[config.mk]
export PLATFORM = sky130hd
export DESIGN_NAME = barrel_shifter_pipe_flat
export DESIGN_NICKNAME = d
export VERILOG_FILES = /design/src/rtl/barrel_shifter_pkg.sv /design/src/rtl/barrel_shifter_pipe_if.sv /design/src/rtl/barrel_shift_stage.sv /design/src/rtl/barrel_shifter_pipe.sv /design/src/flat_wrapper.sv
export SDC_FILE = /design/constraint.sdc
export NUM_CORES = 1
export LEC_CHECK = 0
export ABC_AREA = 1
export CORE_UTILIZATION = 53
export CTS_CLUSTER_DIAMETER = 30
export DETAILED_ROUTE_END_ITERATION = 6
export PLACE_DENSITY = 0.75
export SLEW_MARGIN = 20
export SYNTH_ARGS = -nofsm -noshare
export SYNTH_HDL_FRONTEND = slang
export SYNTH_HIERARCHICAL = 1
export SYNTH_SLANG_ARGS = --single-unit
[constraint.sdc]
create_clock -name clk -period 2.6 [get_ports clk]
set_input_delay 0.39 -clock clk [delete_from_list [all_inputs] [get_ports clk]]
set_output_delay 0.39 -clock clk [all_outputs]
set_load 0.05 [all_outputs]
[src/rtl/barrel_shifter_pkg.sv]
// +----------------------------------------------------------------------+
// | barrel_shifter_pkg : shift-mode encoding shared by the shifter pipe   |
// | Revision: 1.0                                                        |
// +----------------------------------------------------------------------+
`default_nettype none

package barrel_shifter_pkg;

  typedef logic [1:0] shift_mode_t;

  localparam shift_mode_t SH_SLL = 2'd0;
  localparam shift_mode_t SH_SRL = 2'd1;
  localparam shift_mode_t SH_SRA = 2'd2;
  localparam shift_mode_t SH_ROR = 2'd3;

endpackage

`default_nettype wire

[src/rtl/barrel_shifter_pipe_if.sv]
// +----------------------------------------------------------------------+
// | barrel_shifter_pipe_if : valid/ready operand and result streams      |
// | out_carry exists only with BARREL_SHIFTER_PIPE_CARRY_EN defined      |
// | Revision: 1.0                                                        |
// +----------------------------------------------------------------------+
`default_nettype none

interface barrel_shifter_pipe_if
  import barrel_shifter_pkg::*;
#(
  parameter int WIDTH = 16,
  parameter int TAG_W = 4
) ();

  localparam int SHW = $clog2(WIDTH);

  logic              in_valid;
  logic              in_ready;
  logic [WIDTH-1:0]  in_data;
  logic [SHW-1:0]    in_amt;
  shift_mode_t       in_mode;
  logic [TAG_W-1:0]  in_tag;
  logic              out_valid;
  logic              out_ready;
  logic [WIDTH-1:0]  out_data;
  logic [TAG_W-1:0]  out_tag;
`ifdef BARREL_SHIFTER_PIPE_CARRY_EN
  logic              out_carry;
`endif

  modport slave (
    input  in_valid, in_data, in_amt, in_mode, in_tag, out_ready,
`ifdef BARREL_SHIFTER_PIPE_CARRY_EN
    output out_carry,
`endif
    output in_ready, out_valid, out_data, out_tag
  );

  modport master (
    output in_valid, in_data, in_amt, in_mode, in_tag, out_ready,
`ifdef BARREL_SHIFTER_PIPE_CARRY_EN
    input  out_carry,
`endif
    input  in_ready, out_valid, out_data, out_tag
  );

endinterface

`default_nettype wire

[src/rtl/barrel_shift_stage.sv]
// +----------------------------------------------------------------------+
// | barrel_shift_stage : conditional 2^K shift plus one register slice   |
// | Carry slice present only with BARREL_SHIFTER_PIPE_CARRY_EN defined   |
// | Revision: 1.0                                                        |
// +----------------------------------------------------------------------+
`default_nettype none

module barrel_shift_stage
  import barrel_shifter_pkg::*;
#(
  parameter int WIDTH = 16,
  parameter int TAG_W = 4,
  parameter int SHW   = 4,
  parameter int K     = 0
) (
  input  logic             clk,
  input  logic             rst_n,
  input  logic             adv,
`ifdef BARREL_SHIFTER_PIPE_CARRY_EN
  input  logic             carry_i,
  output logic             carry_o,
`endif
  input  logic             valid_i,
  input  logic [WIDTH-1:0] data_i,
  input  logic [SHW-1:0]   amt_i,
  input  shift_mode_t      mode_i,
  input  logic [TAG_W-1:0] tag_i,
  input  logic             sign_i,
  output logic             valid_o,
  output logic [WIDTH-1:0] data_o,
  output logic [SHW-1:0]   amt_o,
  output shift_mode_t      mode_o,
  output logic [TAG_W-1:0] tag_o,
  output logic             sign_o
);

  localparam int S = 1 << K;

  logic [WIDTH-1:0] shifted;
  logic             valid_d, valid_q;
  logic [WIDTH-1:0] data_d, data_q;
  logic [SHW-1:0]   amt_d, amt_q;
  shift_mode_t      mode_d, mode_q;
  logic [TAG_W-1:0] tag_d, tag_q;
  logic             sign_d, sign_q;
`ifdef BARREL_SHIFTER_PIPE_CARRY_EN
  logic             carry_new;
  logic             carry_d, carry_q;
`endif

  // The last bit shifted out by the most recent active stage is the final carry.
  always_comb begin
    shifted = data_i;
`ifdef BARREL_SHIFTER_PIPE_CARRY_EN
    carry_new = carry_i;
`endif
    if (amt_i[K]) begin
      case (mode_i)
        SH_SLL: begin
          shifted = data_i << S;
`ifdef BARREL_SHIFTER_PIPE_CARRY_EN
          carry_new = data_i[WIDTH-S];
`endif
        end
        SH_SRL: begin
          shifted = data_i >> S;
`ifdef BARREL_SHIFTER_PIPE_CARRY_EN
          carry_new = data_i[S-1];
`endif
        end
        SH_SRA: begin
          shifted = (data_i >> S) | ({WIDTH{sign_i}} << (WIDTH - S));
`ifdef BARREL_SHIFTER_PIPE_CARRY_EN
          carry_new = data_i[S-1];
`endif
        end
        default: begin
          shifted = (data_i >> S) | (data_i << (WIDTH - S));
`ifdef BARREL_SHIFTER_PIPE_CARRY_EN
          carry_new = data_i[S-1];
`endif
        end
      endcase
    end
  end

  always_comb begin
    valid_d = valid_q;
    data_d  = data_q;
    amt_d   = amt_q;
    mode_d  = mode_q;
    tag_d   = tag_q;
    sign_d  = sign_q;
`ifdef BARREL_SHIFTER_PIPE_CARRY_EN
    carry_d = carry_q;
`endif
    if (adv) begin
      valid_d = valid_i;
      data_d  = shifted;
      amt_d   = amt_i;
      mode_d  = mode_i;
      tag_d   = tag_i;
      sign_d  = sign_i;
`ifdef BARREL_SHIFTER_PIPE_CARRY_EN
      carry_d = carry_new;
`endif
    end
  end

  always_ff @(posedge clk or negedge rst_n) begin
    if (!rst_n) begin
      valid_q <= 1'b0;
      data_q  <= '0;
      amt_q   <= '0;
      mode_q  <= SH_SLL;
      tag_q   <= '0;
      sign_q  <= 1'b0;
`ifdef BARREL_SHIFTER_PIPE_CARRY_EN
      carry_q <= 1'b0;
`endif
    end else begin
      valid_q <= valid_d;
      data_q  <= data_d;
      amt_q   <= amt_d;
      mode_q  <= mode_d;
      tag_q   <= tag_d;
      sign_q  <= sign_d;
`ifdef BARREL_SHIFTER_PIPE_CARRY_EN
      carry_q <= carry_d;
`endif
    end
  end

  assign valid_o = valid_q;
  assign data_o  = data_q;
  assign amt_o   = amt_q;
  assign mode_o  = mode_q;
  assign tag_o   = tag_q;
  assign sign_o  = sign_q;
`ifdef BARREL_SHIFTER_PIPE_CARRY_EN
  assign carry_o = carry_q;
`endif

endmodule

`default_nettype wire

[src/rtl/barrel_shifter_pipe.sv]
// +----------------------------------------------------------------------+
// | barrel_shifter_pipe : log2(WIDTH)-stage pipelined barrel shifter     |
// | Optional carry output: define BARREL_SHIFTER_PIPE_CARRY_EN           |
// | Revision: 1.0                                                        |
// +----------------------------------------------------------------------+
`default_nettype none

module barrel_shifter_pipe
  import barrel_shifter_pkg::*;
#(
  parameter int WIDTH = 16,
  parameter int TAG_W = 4
) (
  input  logic                clk,
  input  logic                rst_n,
  barrel_shifter_pipe_if.slave bus
);

  localparam int SHW = $clog2(WIDTH);

  logic                        adv;
  logic [SHW:0]                valid_p;
  logic [SHW:0][WIDTH-1:0]     data_p;
  logic [SHW:0][SHW-1:0]       amt_p;
  shift_mode_t [SHW:0]         mode_p;
  logic [SHW:0][TAG_W-1:0]     tag_p;
  logic [SHW:0]                sign_p;
`ifdef BARREL_SHIFTER_PIPE_CARRY_EN
  logic [SHW:0]                carry_p;
`endif

  // Whole pipe advances together; only the last stage can block it.
  assign adv          = !valid_p[SHW] || bus.out_ready;
  assign bus.in_ready = adv;

  assign valid_p[0] = bus.in_valid;
  assign data_p[0]  = bus.in_data;
  assign amt_p[0]   = bus.in_amt;
  assign mode_p[0]  = bus.in_mode;
  assign tag_p[0]   = bus.in_tag;
  assign sign_p[0]  = bus.in_data[WIDTH-1];
`ifdef BARREL_SHIFTER_PIPE_CARRY_EN
  assign carry_p[0] = 1'b0;
`endif

  generate
    for (genvar k = 0; k < SHW; k++) begin : g_stage
      barrel_shift_stage #(
        .WIDTH (WIDTH),
        .TAG_W (TAG_W),
        .SHW   (SHW),
        .K     (k)
      ) u_stage (
        .clk     (clk),
        .rst_n   (rst_n),
        .adv     (adv),
`ifdef BARREL_SHIFTER_PIPE_CARRY_EN
        .carry_i (carry_p[k]),
        .carry_o (carry_p[k+1]),
`endif
        .valid_i (valid_p[k]),
        .data_i  (data_p[k]),
        .amt_i   (amt_p[k]),
        .mode_i  (mode_p[k]),
        .tag_i   (tag_p[k]),
        .sign_i  (sign_p[k]),
        .valid_o (valid_p[k+1]),
        .data_o  (data_p[k+1]),
        .amt_o   (amt_p[k+1]),
        .mode_o  (mode_p[k+1]),
        .tag_o   (tag_p[k+1]),
        .sign_o  (sign_p[k+1])
      );
    end
  endgenerate

  assign bus.out_valid = valid_p[SHW];
  assign bus.out_data  = data_p[SHW];
  assign bus.out_tag   = tag_p[SHW];
`ifdef BARREL_SHIFTER_PIPE_CARRY_EN
  assign bus.out_carry = carry_p[SHW];
`endif

endmodule

`default_nettype wire

[src/flat_wrapper.sv]
// flat-port wrapper written by rule: the top's interface ports become plain ports
module barrel_shifter_pipe_flat import barrel_shifter_pkg::*;
#(
  parameter int WIDTH = 16,
  parameter int TAG_W = 4
)
  (clk, rst_n, bus_in_valid, bus_in_data, bus_in_amt, bus_in_mode, bus_in_tag, bus_out_ready, bus_in_ready, bus_out_valid, bus_out_data, bus_out_tag);
  barrel_shifter_pipe_if #(.WIDTH(WIDTH), .TAG_W(TAG_W)) bus_i ();
  input  logic clk;
  input  logic rst_n;
  input wire logic [$bits(bus_i.in_valid)-1:0] bus_in_valid;
  input wire logic [$bits(bus_i.in_data)-1:0] bus_in_data;
  input wire logic [$bits(bus_i.in_amt)-1:0] bus_in_amt;
  input wire logic [$bits(bus_i.in_mode)-1:0] bus_in_mode;
  input wire logic [$bits(bus_i.in_tag)-1:0] bus_in_tag;
  input wire logic [$bits(bus_i.out_ready)-1:0] bus_out_ready;
  output wire logic [$bits(bus_i.in_ready)-1:0] bus_in_ready;
  output wire logic [$bits(bus_i.out_valid)-1:0] bus_out_valid;
  output wire logic [$bits(bus_i.out_data)-1:0] bus_out_data;
  output wire logic [$bits(bus_i.out_tag)-1:0] bus_out_tag;
  assign bus_i.in_valid = bus_in_valid;
  assign bus_i.in_data = bus_in_data;
  assign bus_i.in_amt = bus_in_amt;
  assign bus_i.in_mode = bus_in_mode;
  assign bus_i.in_tag = bus_in_tag;
  assign bus_i.out_ready = bus_out_ready;
  assign bus_in_ready = bus_i.in_ready;
  assign bus_out_valid = bus_i.out_valid;
  assign bus_out_data = bus_i.out_data;
  assign bus_out_tag = bus_i.out_tag;
  barrel_shifter_pipe #(.WIDTH(WIDTH), .TAG_W(TAG_W)) u_core (.clk(clk), .rst_n(rst_n), .bus(bus_i));
endmodule
==> flow_metrics.tcl, run 1 <==
set metrics [dict create \
    status "complete, no violations" \
    io_pins 52 \
    nFillCells 847 \
    grt_usage_pct 25.0 \
    reg2reg_slack_ps 1020 \
    post-dp-hpwl_um 8270 \
    overflow 0 \
    dpl_worst_slack_ps 572 \
    portBuffers 51 \
    crit_family "buffers and inverters" \
    multi_input_area_um2 2140 \
    yosys_warnings 6 \
    cp-start-kind "flip-flop" \
    r2r_start "u_core/g_stage[3].u_stage/valid_o" \
    finalCriticalPeriod_ps 1980 \
    max_freq_ghz 0.505 \
    drc 0 \
    regArea_um2 2480 \
    comb_power_share_pct 44.4 \
    criticalPathCategory "flip-flop to output port" \
    cap_viol_max_count 0 \
    netlist_area_um2 5050 \
    cts_tree "yes" \
    powerDensity_nw_per_um2 1190 \
    die_area_um2 9930 \
    clock_skew_ps 12.0 \
    cts_sinks 99 \
    cp.depth 1 \
    fin_crit_sh_pct 76.1 \
    synth_fp_nets 707 \
    slew_headroom_pct 50.3 \
    drive_gt1_share_pct 6.69 \
    slowest_stage "clkdlybuf4s50_1" \
    hold_class "primary input to async pin" \
    slew_violations 0 \
    num_rows 35 \
    final_cell_mix "nand2_1 (251), dfrtp_1 (99), nand3_1 (64)" \
    max_stage_delay_ps 820 \
    start_util_pct 54.7 \
    path_clk_slew_ps 100 \
    final_common_cell "nand2_1" \
    dp_cells 831 \
    path_max_fanout 3 \
    place.gp.congestion 0.930 \
    final_util_pct 62.5 \
    grt_pass1_wl_um 19600 \
    core-area_um2 9240 \
    num_vias 4477 \
    finalSetupViolations 0 \
    vias_per_cell 5.29 \
    fp.dieW_um 99.6 \
    die_y_um 99.6 \
    p_leak_nw 2.93 \
    cts.repair.resized 0 \
    antenna_cells 0 \
    worstPathCellList "clkdlybuf4s50_1" \
    syn2layout_area_growth_pct 14.4 \
    wl_um 11600 \
    crit_start "u_core/g_stage[3].u_stage/valid_o" \
    swShare_pct 46.9 \
    critical_path_required_ps 2210 \
    syn_inst 677 \
    grt_max_degree 53 \
    cts_hold_buf 0 \
    cts.path.max_buffers 2 \
    postRouteAntennaNets 0 \
    dr.pass1.iters 5 \
    finalNonFillerCells 847 \
    cts-buffers-inserted 9 \
    crit_buf_inv 1 \
    post_cts_buffers 0 \
    crit_end "bus_out_valid" \
    crit_path_end_kind "output port" \
    intPower_mw 3.66 \
    r2r_cells 5 \
    rsz0062_at_grt "false" \
    wl_per_cell_um 13.7 \
    grt_antenna_before_repair 0 \
    clockPowerShare_pct 13.8 \
    hold_violations 0 \
    worst_slack_ps 620 \
    avgSynthCellArea_um2 7.46 \
    timing.setup.tns_ps 0 \
    final_nets 743 \
    seqPwrFrac_pct 41.8 \
    ctsHtreeMaxLevel 3 \
    crit_arrival_ps 1590 \
    ir_drop_v 0.000449 \
    p_sw_mw 3.23 \
    r2r_end "u_core/g_stage[0].u_stage/data_o[0]" \
    drt_iter0_drc 332 \
    grt_pass1_vias 4207 \
    clock_latency_ps 370 \
    cts_root_buf "clkbuf_8" \
    tightest_slew_ps 745 \
]
## area by class of cell
cell class | count | share of cell area [%]
Tap cell | 129 | 2.79
Timing Repair Buffer | 55 | 9.70
Multi-Input combinational cell | 484 | 37.1
Clock buffer | 9 | 2.14
Clock inverter | 7 | 1.26
Sequential cell | 99 | 42.9
Inverter | 64 | 4.18
## flip-flops by register name, indices dropped and copies added (netlist names)
signal and flops:
u_core/g_stage.u_stage/data_o 64, u_core/g_stage.u_stage/tag_o 16, u_core/g_stage.u_stage/amt_o 6, u_core/g_stage.u_stage/mode_o 6, u_core/g_stage.u_stage/valid_o 4, u_core/g_stage.u_stage/sign_o 3
## per-layer routing
metal  global-route usage, %  share of wire [%]
met4                    8.94                1.6
met5                       0                  0
met1                    32.9                 45
met2                    42.9                 49
met3                    2.81                4.6
## worst min path at each step
stage	from	endpoint
final	rst_n	u_core/g_stage[1].u_stage/data_o[9]
after global routing	rst_n	u_core/g_stage[1].u_stage/data_o[9]
after CTS	rst_n	u_core/g_stage[1].u_stage/sign_o
after detailed placement	rst_n	u_core/g_stage[1].u_stage/data_o[2]
after global placement	rst_n	u_core/g_stage[1].u_stage/data_o[2]
after floorplan	rst_n	u_core/g_stage[0].u_stage/amt_o[1]
## through the flow
step | total power, mW | cell area [um2] | hold WS (ps)
after floorplan | 5.03 | 5050 | 94.4
after global placement | 5.89 | 5580 | 440
after detailed placement | 5.95 | 5580 | 446
after CTS | 6.92 | 5780 | 46.4
after global routing | 7.44 | 5780 | 74.0
final | 6.90 | 5780 | 31.1
## power by group through the flow
stage,combinational [mW],sequential (mW),clock (mW)
5_1_grt,3.44,2.96,1.03
6_report,3.06,2.88,0.951
3_3_place_gp,3.00,2.89,0
4_1_cts,3.07,2.87,0.982
3_5_place_dp,3.05,2.90,0
2_1_floorplan,1.83,3.20,0
Note: power is estimated with default switching activity, not from simulation.
==> run 2, diff against run 1 <==
==> constraint.sdc (replaced) <==
create_clock -name clk -period 2 [get_ports clk]
set_input_delay 0.3 -clock clk [delete_from_list [all_inputs] [get_ports clk]]
set_output_delay 0.3 -clock clk [all_outputs]
set_load 0.05 [all_outputs]
==> flow_metrics.tcl, run 2 (synthesized netlist as in run 1, its figures left out) <==
set metrics [dict create \
    cts.repair.resized 0 \
    post_cts_buffers 0 \
    met1_length_um 5250 \
    crit_buf_inv 1 \
    wl_um 11800 \
    grt_usage_pct 25.9 \
    postRouteAntennaNets 0 \
    finalCriticalPeriod_ps 1880 \
    die_y_um 99.6 \
    cts_root_buf "clkbuf_8" \
    tightest_slew_ps 576 \
    status "complete, no violations" \
    num_vias 4533 \
    final_cell_mix "nand2_1 (251), dfrtp_1 (99), nand3_1 (64)" \
    swShare_pct 47.0 \
    hold_class "primary input to async pin" \
    clockPowerShare_pct 14.6 \
    drt_iter0_drc 295 \
    max_stage_delay_ps 810 \
    clock_latency_ps 380 \
    reg2reg_slack_ps 560 \
    final_nets 751 \
    slowest_stage "clkdlybuf4s50_1" \
    r2r_end "u_core/g_stage[1].u_stage/data_o[1]" \
    final_common_cell "nand2_1" \
    cap_viol_max_count 0 \
    path_clk_slew_ps 120 \
    criticalPathCategory "flip-flop to output port" \
    core-area_um2 9240 \
    syn2layout_area_growth_pct 16.6 \
    grt_pass1_vias 4378 \
    largest_reg_flops 64 \
    dr_wl_met2_um 5840 \
    powerDensity_nw_per_um2 1560 \
    vias_per_cell 5.30 \
    max_freq_ghz 0.533 \
    worst_slack_ps 122 \
    post-dp-hpwl_um 8540 \
    drc 0 \
    p_leak_nw 2.99 \
    ir_drop_v 0.000644 \
    grt_antenna_before_repair 0 \
    cts-buffers-inserted 9 \
    start_util_pct 54.7 \
    num_rows 35 \
    fin_crit_sh_pct 93.9 \
    top_layer "met4" \
    die_area_um2 9930 \
    dpl_worst_slack_ps 208 \
    crit_arrival_ps 1580 \
    worstPathCellList "clkdlybuf4s50_1" \
    crit_family "buffers and inverters" \
    finalSetupViolations 0 \
    slew_violations 0 \
    cts_tree "yes" \
    ctsHtreeMaxLevel 3 \
    grt_pass1_wl_um 20700 \
    wl_per_cell_um 13.8 \
    timing.setup.tns_ps 0 \
    comb_power_share_pct 45.0 \
    antenna_cells 0 \
    grt_max_degree 42 \
    cts.path.max_buffers 2 \
    overflow 0 \
    path_max_fanout 3 \
    io_pins 52 \
    seqPwrFrac_pct 40.5 \
    portBuffers 51 \
    p_sw_mw 4.32 \
    fp.dieW_um 99.6 \
    dr.pass1.iters 5 \
    drive_gt1_share_pct 7.58 \
    place.gp.congestion 0.927 \
    crit_path_end_kind "output port" \
    r2r_cells 5 \
    hold_violations 0 \
    critical_path_required_ps 1700 \
    r2r_start "u_core/g_stage[3].u_stage/valid_o" \
    dr_wl_met3_um 536 \
    clock_skew_ps 18.7 \
    rsz0062_at_grt "false" \
    intPower_mw 4.86 \
    cts_sinks 99 \
    slew_headroom_pct 61.5 \
    p_total_mw 9.17 \
    cp-start-kind "flip-flop" \
]
[run 2: changes by cell type in the layout (fill, tap and decap cells not counted)]
cell | before | now
buf_4 | 4 | 9
clkinv_8 | 2 | 4
buf_12 | 2 | 4
inv_6 | 2 | 1
clkinv_4 | 2 | 0
inv_8 | 0 | 2
dlygate4sd3_1 | 0 | 1
clkinv_2 | 2 | 1
[run 2: per-stage QoR]
step | utilization [%] | instances | cell area [um2] | hold WS [ps]
after floorplan | - | 677 | 5050 | 4.41
after global placement | 61.2 | 838 | 5660 | 270
after detailed placement | 61.2 | 838 | 5660 | 272
after CTS | 63.7 | 855 | 5890 | 411
after global routing | 63.7 | 855 | 5890 | 432
final | 63.7 | 855 | 5890 | 408
[run 2: worst max path at each step]
| stage | depth (start not counted) | start | endpoint |
|---|---|---|---|
| after floorplan | 6 | u_core/g_stage[3].u_stage/valid_o | u_core/g_stage[1].u_stage/data_o[8] |
| after global placement | 8 | bus_out_ready | u_core/g_stage[3].u_stage/data_o[8] |
| after detailed placement | 8 | bus_out_ready | u_core/g_stage[3].u_stage/data_o[8] |
| after CTS | 1 | u_core/g_stage[3].u_stage/valid_o | bus_out_valid |
| after global routing | 1 | u_core/g_stage[3].u_stage/valid_o | bus_out_valid |
| final | 1 | u_core/g_stage[3].u_stage/valid_o | bus_out_valid |
[run 2: repair_timing]
item,in CTS,in global routing
hold buffers,1,0
hold endpoints to repair,31,0
setup endpoints to repair,0,0
[run 2: area by class of cell]
| cell class | instances | area [um2] |
|---|---|---|
| fill | 854 | 3350 |
| sequential | 99 | 2480 |
| multi-input combinational | 484 | 2140 |
| timing repair buffer | 63 | 648 |
| inverter | 64 | 241 |
| tap | 129 | 161 |
| clock buffer | 9 | 124 |
| clock inverter | 7 | 96.3 |
[run 2: power groups by stage]
stage / logic (mW) / registers (mW) / clock network [mW]
after detailed placement: 4.09 / 3.74 / 0
after floorplan: 2.38 / 4.16 / 0
after global routing: 4.61 / 3.83 / 1.45
final: 4.13 / 3.71 / 1.34
after global placement: 4.01 / 3.72 / 0
after CTS: 4.11 / 3.71 / 1.37
[run 2: per-layer routing]
metal  track usage (%)  vias to the layer above
met3              4.01                       18
met2              43.7                      160
met4              8.71                        0
met5                 0                        -
li1                  -                     2223
met1              34.3                     2132
==> run 3, diff against run 2 <==
--- a/config.mk
+++ b/config.mk
@@ -9,9 +9,8 @@
 export CORE_UTILIZATION = 53
 export CTS_CLUSTER_DIAMETER = 30
 export DETAILED_ROUTE_END_ITERATION = 6
-export PLACE_DENSITY = 0.75
+export PLACE_DENSITY_LB_ADDON = 0.2
 export SLEW_MARGIN = 20
 export SYNTH_ARGS = -nofsm -noshare
 export SYNTH_HDL_FRONTEND = slang
-export SYNTH_HIERARCHICAL = 1
 export SYNTH_SLANG_ARGS = --single-unit
==> flow_metrics.tcl, run 3 <==
set metrics [dict create \
    finalSetupViolations 0 \
    start_util_pct 54.3 \
    tightest_slew_ps 757 \
    cts_hold_buf 1 \
    ir_drop_v 0.000710 \
    cp-start-kind "flip-flop" \
    wl_per_cell_um 12.0 \
    dpl_worst_slack_ps 304 \
    cts.path.max_buffers 2 \
    final_nets 790 \
    drive_gt1_share_pct 5.49 \
    dr_wl_met2_um 5340 \
    final_cell_mix "nand2_1 (226), inv_1 (102), dfrtp_1 (99)" \
    syn2layout_area_growth_pct 13.1 \
    rsz0062_at_grt "false" \
    worst_slack_ps 82.5 \
    max_stage_delay_ps 830 \
    final_common_cell "nand2_1" \
    io_pins 52 \
    clock_skew_ps 9.73 \
    antenna_cells 0 \
    p_total_mw 9.30 \
    design_area_um2 5980 \
    fin_crit_sh_pct 95.9 \
    slowest_stage "clkdlybuf4s50_1" \
    vias_per_cell 4.97 \
    crit_buf_inv 1 \
    post_cts_buffers 0 \
    cts_root_buf "clkbuf_8" \
    avgSynthCellArea_um2 7.13 \
    criticalPathCategory "flip-flop to output port" \
    powerDensity_nw_per_um2 1560 \
    crit_path_end_kind "output port" \
    num_rows 36 \
    overflow 0 \
    dr_wl_met3_um 311 \
    dr.pass1.iters 4 \
    yosys_warnings 0 \
    portBuffers 51 \
    p_leak_nw 3.12 \
    cts_tree "yes" \
    place.gp.congestion 0.895 \
    synth_top_area_share_pct 46.9 \
    max_freq_ghz 0.522 \
    ys_seq_area_share_pct 46.9 \
    die_y_um 102 \
    grt_pass1_vias 4361 \
    yosysMostFrequentCell "nand2_1" \
    async_flop_share_pct 100 \
    ys_ff_latch 99 \
    post-dp-hpwl_um 7420 \
    top_layer "met4" \
    num_vias 4467 \
    critical_path_required_ps 1700 \
    largest_reg_flops 64 \
    slew_headroom_pct 49.5 \
    yosysUniqueCellTypes 19 \
    ctsHtreeMaxLevel 3 \
    grt_usage_pct 22.7 \
    ys.flop_type "dfrtp_1" \
    grt_antenna_before_repair 0 \
    clock_latency_ps 380 \
    drt_iter0_drc 200 \
    path_max_fanout 2 \
    worstPathCellList "clkdlybuf4s50_1" \
    crit_arrival_ps 1620 \
    slew_violations 0 \
    grt_pass1_wl_um 18700 \
    place_area_um2 5760 \
    netlist_area_um2 5280 \
    wl_um 10700 \
    postRouteAntennaNets 0 \
    die_area_um2 10400 \
    status "complete, no violations" \
    hold_class "primary input to async pin" \
    core-area_um2 9730 \
    synth_area_leaders "dfrtp_1 (47%), nand2_1 (16%), inv_1 (7.2%), o21ai_0 (6.6%), nand3_1 (5.5%)" \
    yosysTopAreaCell "dfrtp_1" \
    syn_inst 741 \
    drc 0 \
    fp.dieW_um 102 \
    synth_commonest_cells "nand2_1 (226), inv_1 (102), dfrtp_1 (99), o21ai_0 (70), nor2_1 (68)" \
    met1_length_um 4920 \
    synth_fp_nets 771 \
    cap_viol_max_count 0 \
    timing.setup.tns_ps 0 \
    finalCriticalPeriod_ps 1920 \
    grt_max_degree 110 \
    synth_edf_count 0 \
    hold_violations 0 \
    path_clk_slew_ps 100 \
    crit_family "buffers and inverters" \
    cts-buffers-inserted 9 \
    cts_sinks 99 \
    cts.repair.resized 0 \
]
-- run 3: changes by cell type in the layout (fill, tap and decap cells not counted), moves of 4 or more --
cell | previous run | this run
inv_1 | 51 | 102
o21ai_1 | 8 | 2
o21bai_1 | 15 | 0
a21o_1 | 5 | 0
inv_2 | 12 | 4
clkinv_8 | 4 | 0
nand2_1 | 251 | 226
nand3_1 | 64 | 58
o21ai_0 | 26 | 70
nor2_1 | 48 | 68
nand2_2 | 7 | 3
-- run 3: kinds of logic (layout without fill, tap and decap cells) --
logic type,Yosys count,in the layout,synth area share (%)
AND/OR/NAND/NOR,361,361,27.7
buffers and inverters,159,183,13.7
AO/OA/AOI/OAI,122,122,11.7
flip-flops,99,99,46.9
-- run 3: worst paths after layout --
| kind | start | to | slack, ps | depth (start not counted) |
|---|---|---|---|---|
| max | u_core.g_stage[3].u_stage.valid_o | bus_out_valid | 80 | 1 |
| min | rst_n | u_core.g_stage[2].u_stage.amt_o[3] | 300 | 2 |
| max reg2reg | u_core.g_stage[2].u_stage.amt_o[3] | u_core.g_stage[3].u_stage.data_o[3] | 500 | 4 |
| min reg2reg | u_core.g_stage[2].u_stage.valid_o | u_core.g_stage[3].u_stage.valid_o | 470 | 2 |
| max in group asynchronous | rst_n | u_core.g_stage[3].u_stage.data_o[3] | 1120 | 3 |
| min in group clk | bus_in_tag[1] | u_core.g_stage[0].u_stage.tag_o[1] | 460 | 3 |
-- run 3: metal layers --
metal  vias to the layer above  GRT usage, %
met5                         -             0
met2                        99          41.0
met3                        13          4.10
met1                      2050          26.5
met4                         0          9.78
li1                       2305             -
-- run 3: per-stage QoR --
stage | std cells | hold slack (ps) | utilization (%)
after floorplan | 741 | 4.41 | -
after global placement | 881 | 152 | 59.2
after detailed placement | 881 | 153 | 59.2
after CTS | 898 | 293 | 61.4
after global routing | 898 | 309 | 61.4
final | 898 | 297 | 61.4
-- run 3: cell type report --
type                    instances  area, um2
fillers                       948       3750
flip-flops and latches         99       2480
multi-input cells             483       2080
repair buffers                 61        646
inverters                     106        398
well taps                     133        166
clock buffers                  10        138
clock inverters                 6       72.6
-- run 3: power by group --
group          switching [mW]  internal, mW
Clock                   0.730         0.626
Sequential              0.709          2.90
Combinational            2.83          1.50
